### src/rtl/seq_det_ctrl.sv
// Programmable serial pattern detector: captures a pattern over a valid/ready
// handshake, then runs detection on a bit stream until a target count or abort.
module seq_det_ctrl #(
    parameter int MAX_LEN = 8,
    parameter int CNT_W   = 8,
    parameter int LEN_W   = 4
) (
    input  logic               clk,
    input  logic               rst_n,
    input  logic               cfg_valid,
    output logic               cfg_ready,
    input  logic [MAX_LEN-1:0] cfg_pattern,
    input  logic [LEN_W-1:0]   cfg_len,
    input  logic               cfg_overlap,
    input  logic [CNT_W-1:0]   cfg_target,
    input  logic               start,
    input  logic               abort,
    input  logic               bit_valid,
    input  logic               bit_in,
    output logic               match,
    output logic [CNT_W-1:0]   match_count,
    output logic               busy,
    output logic               done,
    output logic [1:0]         state
);

    typedef enum logic [1:0] {
        S_IDLE    = 2'b00,
        S_RUN     = 2'b01,
        S_DONE    = 2'b10,
        S_ILLEGAL = 2'b11
    } state_e;

    state_e             state_q, state_d;
    logic [MAX_LEN-1:0] pat_q, pat_d;
    logic [LEN_W-1:0]   len_q, len_d;
    logic               overlap_q, overlap_d;
    logic [CNT_W-1:0]   target_q, target_d;
    logic               cfg_loaded_q, cfg_loaded_d;
    logic [MAX_LEN-1:0] hist_q, hist_d;
    logic [LEN_W-1:0]   fill_q, fill_d;
    logic               match_q, match_d;
    logic [CNT_W-1:0]   cnt_q, cnt_d;

    logic [MAX_LEN-1:0] hist_next;
    logic [MAX_LEN-1:0] len_mask;
    logic [LEN_W-1:0]   fill_inc;
    logic [CNT_W-1:0]   cnt_inc;
    logic               hit;

    // Zero length means a single-bit pattern; oversize lengths use the full window.
    function automatic logic [LEN_W-1:0] clamp_len(input logic [LEN_W-1:0] l);
        if (l == '0) begin
            return LEN_W'(1);
        end else if (int'(l) > MAX_LEN) begin
            return LEN_W'(MAX_LEN);
        end else begin
            return l;
        end
    endfunction

    function automatic logic [CNT_W-1:0] sat_inc(input logic [CNT_W-1:0] c);
        return (&c) ? c : c + 1'b1;
    endfunction

    always_comb begin
        for (int i = 0; i < MAX_LEN; i++) begin
            len_mask[i] = (i < int'(len_q));
        end
        hist_next = {hist_q[MAX_LEN-2:0], bit_in};
        fill_inc  = (int'(fill_q) >= MAX_LEN) ? LEN_W'(MAX_LEN) : fill_q + 1'b1;
        cnt_inc   = sat_inc(cnt_q);
        hit       = (fill_inc >= len_q) && (((hist_next ^ pat_q) & len_mask) == '0);
    end

    always_comb begin
        state_d      = state_q;
        pat_d        = pat_q;
        len_d        = len_q;
        overlap_d    = overlap_q;
        target_d     = target_q;
        cfg_loaded_d = cfg_loaded_q;
        hist_d       = hist_q;
        fill_d       = fill_q;
        match_d      = 1'b0;
        cnt_d        = cnt_q;

        case (state_q)
            S_IDLE: begin
                if (cfg_valid) begin
                    pat_d        = cfg_pattern;
                    len_d        = clamp_len(cfg_len);
                    overlap_d    = cfg_overlap;
                    target_d     = cfg_target;
                    cfg_loaded_d = 1'b1;
                end
                if (start && (cfg_loaded_q || cfg_valid)) begin
                    state_d = S_RUN;
                    cnt_d   = '0;
                    hist_d  = '0;
                    fill_d  = '0;
                end
            end
            S_RUN: begin
                // Abort wins over a same-cycle bit: the bit is dropped entirely.
                if (abort) begin
                    state_d = S_IDLE;
                end else if (bit_valid) begin
                    hist_d = hist_next;
                    fill_d = fill_inc;
                    if (hit) begin
                        match_d = 1'b1;
                        cnt_d   = cnt_inc;
                        if (!overlap_q) begin
                            fill_d = '0;
                        end
                        if ((target_q != '0) && (cnt_inc == target_q)) begin
                            state_d = S_DONE;
                        end
                    end
                end
            end
            S_DONE: begin
                state_d = S_IDLE;
            end
            default: begin
                state_d = S_IDLE;
                cnt_d   = '0;
            end
        endcase
    end

    always_ff @(posedge clk or negedge rst_n) begin
        if (!rst_n) begin
            state_q      <= S_IDLE;
            pat_q        <= '0;
            len_q        <= '0;
            overlap_q    <= 1'b0;
            target_q     <= '0;
            cfg_loaded_q <= 1'b0;
            hist_q       <= '0;
            fill_q       <= '0;
            match_q      <= 1'b0;
            cnt_q        <= '0;
        end else begin
            state_q      <= state_d;
            pat_q        <= pat_d;
            len_q        <= len_d;
            overlap_q    <= overlap_d;
            target_q     <= target_d;
            cfg_loaded_q <= cfg_loaded_d;
            hist_q       <= hist_d;
            fill_q       <= fill_d;
            match_q      <= match_d;
            cnt_q        <= cnt_d;
        end
    end

    assign cfg_ready   = (state_q == S_IDLE);
    assign busy        = (state_q == S_RUN);
    assign done        = (state_q == S_DONE);
    assign match       = match_q;
    assign match_count = cnt_q;
    assign state       = state_q;

endmodule

### config.mk
export PLATFORM = sky130hd
export DESIGN_NAME = seq_det_ctrl
export DESIGN_NICKNAME = d
export VERILOG_FILES = /design/src/rtl/seq_det_ctrl.sv
export SDC_FILE = /design/constraint.sdc
export NUM_CORES = 1
export LEC_CHECK = 0
export BUFFER_PORTS_ARGS = -buffer_cell sky130_fd_sc_hd__buf_2
export CORE_MARGIN = 8
export CORE_UTILIZATION = 45
export CTS_CLUSTER_SIZE = 24
export DETAILED_ROUTE_END_ITERATION = 8
export PLACE_DENSITY_LB_ADDON = 0.2
export SLEW_MARGIN = 20
export SYNTH_ARGS = -nofsm -noshare
export SYNTH_HDL_FRONTEND = slang
export SYNTH_SLANG_ARGS = --single-unit
export TNS_END_PERCENT = 5
### constraint.sdc
create_clock -name clk -period 2.9 [get_ports clk]
set_clock_uncertainty 0.15 [all_clocks]
set_input_delay 0.145 -clock clk [delete_from_list [all_inputs] [get_ports clk]]
set_output_delay 0.145 -clock clk [all_outputs]
set_load 0.005 [all_outputs]
Word-level counts from Yosys, hierarchy flattened
Cells that the tools add are included.
{"block": "totals", "in_bits": 28, "ff_bits": 44}
{"block": "classes", "order_cmp": 11, "bitwise_logic": 3, "eq_ne": 10, "n_reduce_logical": 14, "add_sub_neg": 2, "n_mux": 28}
{"cell": "$mux 8", "n": 5}
{"cell": "$mux 4", "n": 8}
{"cell": "$pmux 8 s3", "n": 1}
{"cell": "$lt 3x4->1 const A", "n": 4}
{"cell": "$mux 7", "n": 2}
{"cell": "$pmux 7 s2", "n": 1}
{"cell": "$mux 2", "n": 5}
{"cell": "$add 8x1->8 const B", "n": 1}
{"cell": "$and 8x8->8", "n": 1}
{"cell": "$eq 8x8->1", "n": 1}
{"cell": "$logic_not 8->1", "n": 1}
{"cell": "$lt 1x4->1 const A", "n": 2}
{"cell": "$lt 2x4->1 const A", "n": 2}
{"cell": "$pmux 4 s2", "n": 1}
{"cell": "$reduce_and 4->1", "n": 2}
{"cell": "$reduce_and 8->1", "n": 1}
{"cell": "$reduce_bool 8->1", "n": 1}
{"cell": "$xor 8x8->8", "n": 1}
{"cell": "$ne 3x2->1 const B", "n": 2}
{"cell": "$reduce_and 5->1", "n": 1}
{"cell": "$add 4x1->4 const B", "n": 1}
{"cell": "$ge 4x4->1", "n": 1}
{"cell": "$ge 4x4->1 const B", "n": 1}
{"cell": "$gt 4x4->1 const B", "n": 1}
{"cell": "other kinds (14)", "n": 21}

Logic depth before layout (Yosys ltp)
Gate-level depths: netlist of the first run.
{"block": "logic_depth", "ltp_word": 9, "mapped_depth": 11, "mapped_depth_nobuf": 10}

Worst setup path after synthesis of the first run
Ideal clock, no wire load.
{"block": "synth_timing", "path_type": "register -> register", "start": "reg fill_q[3]", "end": "reg cnt_q[5], in the netlist match_count[5]", "arrival_time_ns": 2.267, "stages_incl_launch_ff": 9, "slack_ns": 0.387, "synth_period_minus_slack_ns": 2.513, "setup_ns": 0.096, "path_cell_list": "dfrtp_1 -> or2_2 -> ha_1 -> nand2b_1 -> a2111oi_0 -> nor3b_2 -> a31oi_1 -> o21ai_0 -> o31ai_1"}
{"block": "synth_via", "elab_chain_len": 6, "elab_cells_between_ends": 7, "classes_between": "1 x add/sub; 2 x order compare; 1 x eq/ne; 1 x mux; 2 x reduce/logical"}
{"element": "start: declaration", "line_no": "41", "rtl": "logic [LEN_W-1:0] fill_q, fill_d;"}
{"element": "start signal: assignment", "line_no": "153", "rtl": "fill_q <= fill_d;"}
{"element": "$add 4x1->4 or $ge 4x4->1 (tied branches)", "line_no": "71", "rtl": "fill_inc = (int'(fill_q) >= MAX_LEN) ? LEN_W'(MAX_LEN) : fill_q + 1'b1;"}
{"element": "$mux 4 (*)", "line_no": "71"}
{"element": "$ge 4x4->1 (*)", "line_no": "73", "rtl": "hit = (fill_inc >= len_q) && (((hist_next ^ pat_q) & len_mask) == '0);"}
{"element": "$logic_and 1x1->1 (*)", "line_no": "73"}
{"element": "$ne 2x1->1 (no source line) (*)"}
{"element": "$reduce_and 5->1 (no source line) (*)"}
{"element": "end signal: assignment", "line_no": "155", "rtl": "cnt_q <= cnt_d;"}
{"element": "end: declaration", "line_no": "43", "rtl": "logic [CNT_W-1:0] cnt_q, cnt_d;"}
Every way passes the cells marked *; elsewhere a longest branch is shown, timed or not.
A chain may end at the register's enable or synchronous reset.

Worst setup path in the final report of the first run
{"block": "layout_timing", "start": "reg fill_q[0]", "end": "reg cnt_q[7], in the netlist match_count[7]"}
The elaborated chain is that of the path after synthesis.

==> results of run 1 <==
-- stage by stage --
step / instance area [um2] / instances / setup WS [ns] / util [%]
global route: 3055 / 415 / 0.007371 / 56.88
detailed placement: 2728 / 384 / 0.1209 / 50.78
global placement: 2728 / 384 / 0.2663 / 50.78
finish: 3055 / 415 / 0.1730 / 56.88
floorplan: 2449 / 279 / 0.3875 / -
CTS: 3048 / 415 / 0.1162 / 56.74
-- flip-flops by register name, indices dropped and copies added (netlist names) --
| register | cells |
|---|---|
| match_count | 8 |
| pat_q | 8 |
| target_q | 8 |
| hist_q | 7 |
| fill_q | 4 |
| len_q | 4 |
| state | 2 |
| cfg_loaded_q | 1 |
| match | 1 |
| overlap_q | 1 |
-- worst register-to-register path, cell delays in order (launching register included) --
cell and delay, ns:
dfrtp_1 0.42, inv_1 0.06, ha_1 0.28, nand2b_1 0.09
inv_1 0.05, ha_1 0.26, a2111oi_0 0.54, nor3b_2 0.16
nand2_2 0.15, nor4b_1 0.07, o32a_2 0.37
-- layout make-up --
cell class,instances,area [um2]
Timing Repair Buffer,68,467.9
Multi-Input combinational cell,208,1250
Tap cell,72,90.09
Fill cell,506,2316
Clock buffer,8,90.09
Sequential cell,44,1101
Inverter,15,56.30
-- layer usage --
layer	share of wire, %	up-vias
met5	0	-
met4	1.3	0
met3	4.2	8
met2	50	33
met1	44	1047
li1	-	1105
-- final timing paths --
path / slack [ns] / end
worst max-delay path: 0.17 / match_count[7]
worst min-delay path: 0.03 / len_q[0]
worst max register to register: 0.17 / match_count[7]
worst min register to register: 0.33 / cfg_loaded_q
max in group asynchronous: 1.98 / pat_q[5]
min in group asynchronous: 0.22 / match_count[4]
-- placed cells by master, fill, tap and decap left out, types with 5 or more instances in the layout --
master,instances
a21oi_1,11
a22o_1,7
a31oi_1,6
and3_1,5
buf_2,40
buf_4,5
clkbuf_8,6
dfrtp_1,44
dlygate4sd3_1,23
ha_1,7
inv_1,15
nand2_1,65
nor2_1,16
o21ai_0,16
xnor2_1,9
xor2_1,7
-- cells by family (layout without fill, tap and decap cells) --
| group | count (synthesis) | count (layout) | synth area share, % |
|---|---|---|---|
| AO/OA/AOI/OAI | 64 | 64 | 17.83 |
| XOR/XNOR | 16 | 16 | 5.723 |
| adder cells (fa/ha/maj) | 7 | 7 | 3.577 |
| buffers and inverters | 27 | 91 | 4.190 |
| flip-flops | 44 | 44 | 44.97 |
| multiplexers | 2 | 2 | 0.8687 |
| AND/OR/NAND/NOR | 119 | 119 | 22.84 |
-- power groups by stage --
stage | clock network, mW | logic (mW) | registers [mW]
after floorplan | 0 | 0.286 | 0.769
after global placement | 0 | 0.399 | 0.790
after detailed placement | 0 | 0.404 | 0.792
after CTS | 0.414 | 0.432 | 0.779
after global routing | 0.437 | 0.492 | 0.793
final | 0.400 | 0.430 | 0.778
-- timing repair --
item	4_1_cts	5_1_grt
endpoints found under the setup margin	0	3
hold endpoints to repair	67	0
setup buffers	0	0
resized for setup	0	2
hold buffers	23	0
==> impl_metrics.json, run 1 <==
{
  "ir_drop_v": 0.0002541,
  "syn_to_final_growth_pct": 24.78,
  "grt_pass1_vias": 2243,
  "core_region_area_um2": 5371,
  "setup_tns_ns": 0,
  "ys.flop_type": "dfrtp_1",
  "synth_commonest_cells": "nand2_1 (65), dfrtp_1 (44), nor2_1 (16), o21ai_0 (16), inv_1 (15)",
  "ant_nets": 0,
  "num_io_pins": 42,
  "synth_area_per_cell_um2": 8.776,
  "synth_warnings": 0,
  "synth-seq-cells": 44,
  "min_path_type": "input pin to flop",
  "via_per_inst": 5.284,
  "first_iter_violations": 83,
  "busiest_layer": "met2",
  "rsz0062_at_grt": "no",
  "met3_usage_pct": 3.574,
  "synthArstFlopShare_pct": 100.0,
  "yosysMostFrequentCell": "nand2_1",
  "route.detailed.drc": 0,
  "crit_type": "flop to flop",
  "crit_required_ns": 2.93,
  "cts_buffer_depth": 2,
  "start_kind": "flop",
  "vias": 2193,
  "hpwl_um": 4441,
  "hold_ws_ns": 0.02716,
  "clock_power_share_pct": 24.9,
  "setup_viol": 0,
  "finalHoldViolCount": 0,
  "grt_max_degree": 45,
  "end_kind": "flop",
  "critPathBufInv": 2,
  "syn-num-nets": 314,
  "drive_gt1_share_pct": 17.20,
  "layout.nets": 377,
  "cts_root_buffer": "clkbuf_8",
  "initial_core_util_pct": 45.59,
  "maxCapViolCount": 0,
  "powerDensity_nw_per_um2": 526.0,
  "grt_use_total_pct": 15.47,
  "r2r_start": "fill_q[0]",
  "place.gp.congestion": 0.8632,
  "yosysTopAreaCell": "dfrtp_1",
  "clock_sinks": 44,
  "clk_pin_slew_ns": 0.08,
  "critical_path_depth": 10,
  "slowest_stage": "a2111oi_0",
  "p_seq_share_pct": 48.4,
  "crit_path_cell_trace": "inv_1, ha_1, nand2b_1, inv_1, ha_1, a2111oi_0, nor3b_2, nand2_2, nor4b_1, o32a_2",
  "min_from": "cfg_len[0]",
  "grt_first_pass_wirelength_um": 10490,
  "combPwrFrac_pct": 26.7,
  "finalPower_mw": 1.607,
  "use_met2_pct": 26.87,
  "cts_tree": "built",
  "slew_violations": 0,
  "cp_top_family": "compound AO/OA/AOI/OAI gates",
  "synthTopCellsByArea": "dfrtp_1 (45%), nand2_1 (10%), ha_1 (3.6%), o21ai_0 (3.3%), xnor2_1 (3.2%)",
  "port_buffers": 41,
  "cp_max_fo": 5,
  "relSlewSlack_pct": 56.84,
  "numCtsBuffers": 5,
  "intPower_mw": 1.083,
  "worst_slew_pin_slew_ns": 0.6459,
  "n_antenna_cell": 0,
  "fin_crit_ns": 2.727,
  "rows": 27,
  "die-height_um": 89.77,
  "synth_edf_count": 0,
  "rr_worst_depth": 10,
  "cpPeakStageDelay_ns": 0.54,
  "fin_crit_sh_pct": 94.03,
  "fp.dieW_um": 89.77,
  "power.leakage_nw": 1.484,
  "drtPass1Iterations": 4,
  "drt_wl_total_um": 6111,
  "antenna_found_initial": 0,
  "p_switching_mw": 0.5241,
  "startpoint": "fill_q[0]",
  "cp.arrival_ns": 2.76,
  "postSynthCellCount": 279,
  "outcome": "finished, final reports clean",
  "fmax_ghz": 0.3667,
  "ys_types": 48,
  "htree_levels": 2,
  "clock_latency_ns": 0.29,
  "p_sw_share_pct": 32.61,
  "grt_overflow": 0,
  "wl_per_cell_um": 14.73,
  "seq_area_frac_synth_pct": 44.97,
  "syn_area_um2": 2449,
  "hold_path_depth": 3,
  "synth_top_area_share_pct": 44.97,
  "dieArea_um2": 8058,
  "met1_usage_pct": 18.40
}
(Power assumes the default switching activity.)
==> run 2, diff against run 1 <==
--- a/config.mk
+++ b/config.mk
@@ -11,6 +11,7 @@
 export CTS_CLUSTER_SIZE = 24
 export DETAILED_ROUTE_END_ITERATION = 8
 export PLACE_DENSITY_LB_ADDON = 0.2
+export RECOVER_POWER = 100
 export SLEW_MARGIN = 20
 export SYNTH_ARGS = -nofsm -noshare
 export SYNTH_HDL_FRONTEND = slang
==> run 2 against run 1 <==
Effect of this change: final cell count did not move; first-iteration DRC count increased by 6.0%; worst hold slack about the same; largest power group unchanged; sequential power about the same; count of clock-buffer cells in the layout unchanged; combinational power shrank 0.9%.
==> impl_metrics.json, run 2 (synthesized netlist as in run 1, its figures left out) <==
{
  "start_kind": "flop",
  "fp.dieW_um": 89.77,
  "crit_type": "flop to flop",
  "cts_root_buffer": "clkbuf_8",
  "clock_latency_ns": 0.29,
  "end_kind": "flop",
  "route.detailed.drc": 0,
  "grt_pass1_vias": 2243,
  "maxCapViolCount": 0,
  "wl_per_cell_um": 14.71,
  "numCtsBuffers": 5,
  "core_region_area_um2": 5371,
  "finalHoldViolCount": 0,
  "busiest_layer": "met2",
  "post_cts_buffers": 0,
  "fill_cells": 515,
  "fin_crit_ns": 2.735,
  "port_buffers": 41,
  "slew_violations": 0,
  "first_iter_violations": 88,
  "use_met2_pct": 26.87,
  "initial_core_util_pct": 45.59,
  "die-height_um": 89.77,
  "crit_required_ns": 2.93,
  "ir_drop_v": 0.0002546,
  "fin_crit_sh_pct": 94.33,
  "drtPass1Iterations": 4,
  "final_common_cell": "nand2_1",
  "layout.nets": 377,
  "relSlewSlack_pct": 27.03,
  "outcome": "finished, final reports clean",
  "powerDensity_nw_per_um2": 528.7,
  "finalPower_mw": 1.603,
  "syn_to_final_growth_pct": 23.86,
  "met3_usage_pct": 3.574,
  "dp_slack_ns": 0.1209,
  "antenna_found_initial": 0,
  "cts_tree": "built",
  "n_antenna_cell": 0,
  "met1_usage_pct": 18.40,
  "dieArea_um2": 8058,
  "layout_setup_ws_ns": 0.1645,
  "clock_sinks": 44,
  "rows": 27,
  "htree_levels": 2,
  "cts_buffer_depth": 2,
  "grt_use_total_pct": 15.47,
  "cp_max_fo": 5,
  "final_cell_mix": "nand2_1 (65), dfrtp_1 (44), buf_2 (31), dlygate4sd3_1 (23)",
  "grt_first_pass_wirelength_um": 10490,
  "rsz0062_at_grt": "no",
  "cp.arrival_ns": 2.77,
  "min_path_type": "input pin to flop",
  "drt_wl_total_um": 6106,
  "hpwl_um": 4441,
  "vias": 2192,
  "post-route-util_pct": 56.46,
  "grt_overflow": 0,
  "ant_nets": 0,
  "drive_gt1_share_pct": 14.29,
  "power.leakage_nw": 1.439,
  "num_io_pins": 42,
  "grt_max_degree": 45,
  "setup_tns_ns": 0,
  "setup_viol": 0,
  "fmax_ghz": 0.3656,
  "worst_slew_pin_slew_ns": 1.095,
  "via_per_inst": 5.282,
  "place.gp.congestion": 0.8632,
  "clk_pin_slew_ns": 0.08
}
run 2: changes by cell type in the layout (fill, tap and decap cells not counted), sizes merged:
cell    before  now
clkbuf       8   21
buf         45   32
run 2: area by class of cell:
cell class              count  area, um2  share of cell area [%]
repair buffers             68      445.4                   14.69
inverters                  15      56.30                   1.856
multi-input cells         208       1250                   41.21
clock buffers               8      90.09                   2.970
flip-flops and latches     44       1101                   36.30
well taps                  72      90.09                   2.970
run 2: layer usage:
layer,up-vias,part of all wire (%)
li1,1108,-
met1,1045,45
met2,31,50
met3,8,3.7
met4,0,1.3
met5,-,0
run 2: worst paths after layout:
kind / startpoint / endpoint / slack, ns / cells past startpoint
worst max-delay path: fill_q[0] / match_count[7] / 0.16 / 10
worst min-delay path: cfg_len[0] / len_q[0] / 0.03 / 3
worst max register to register: fill_q[0] / match_count[7] / 0.16 / 10
worst min register to register: cfg_loaded_q / cfg_loaded_q / 0.33 / 1
max in group asynchronous: rst_n / pat_q[5] / 1.50 / 2
min in group asynchronous: rst_n / match_count[4] / 0.42 / 2
run 2: worst max-delay path, cell delays in order (launching register included):
cell,delay (ns)
dfrtp_1,0.42
inv_1,0.06
ha_1,0.28
nand2b_1,0.10
inv_1,0.05
ha_1,0.26
a2111oi_0,0.54
nor3b_2,0.16
nand2_2,0.15
nor4b_1,0.07
o32a_2,0.37
run 2: where the power goes:
group / switching (mW) / leakage [nW] / total (mW) / internal, mW
combinational: 0.235 / 0.820 / 0.426 / 0.191
sequential: 0.0843 / 0.573 / 0.778 / 0.693
clock: 0.205 / 0.0455 / 0.400 / 0.195
run 2: repair_timing:
item / 4_1_cts / 5_1_grt
setup endpoints to repair: 0 / 3
gates resized for setup: 0 / 2
hold buffers: 23 / 0
endpoints found under the hold margin: 67 / 0
run 2: per-stage QoR:
| step | area (um2) | hold slack, ns | std cells |
|---|---|---|---|
| after CTS | 3048 | 0.01718 | 415 |
| after global placement | 2728 | 0.1850 | 384 |
| after floorplan | 2449 | -0.3006 | 279 |
| after global routing | 3033 | 0.06643 | 415 |
| final | 3033 | 0.02698 | 415 |
| after detailed placement | 2728 | 0.1916 | 384 |
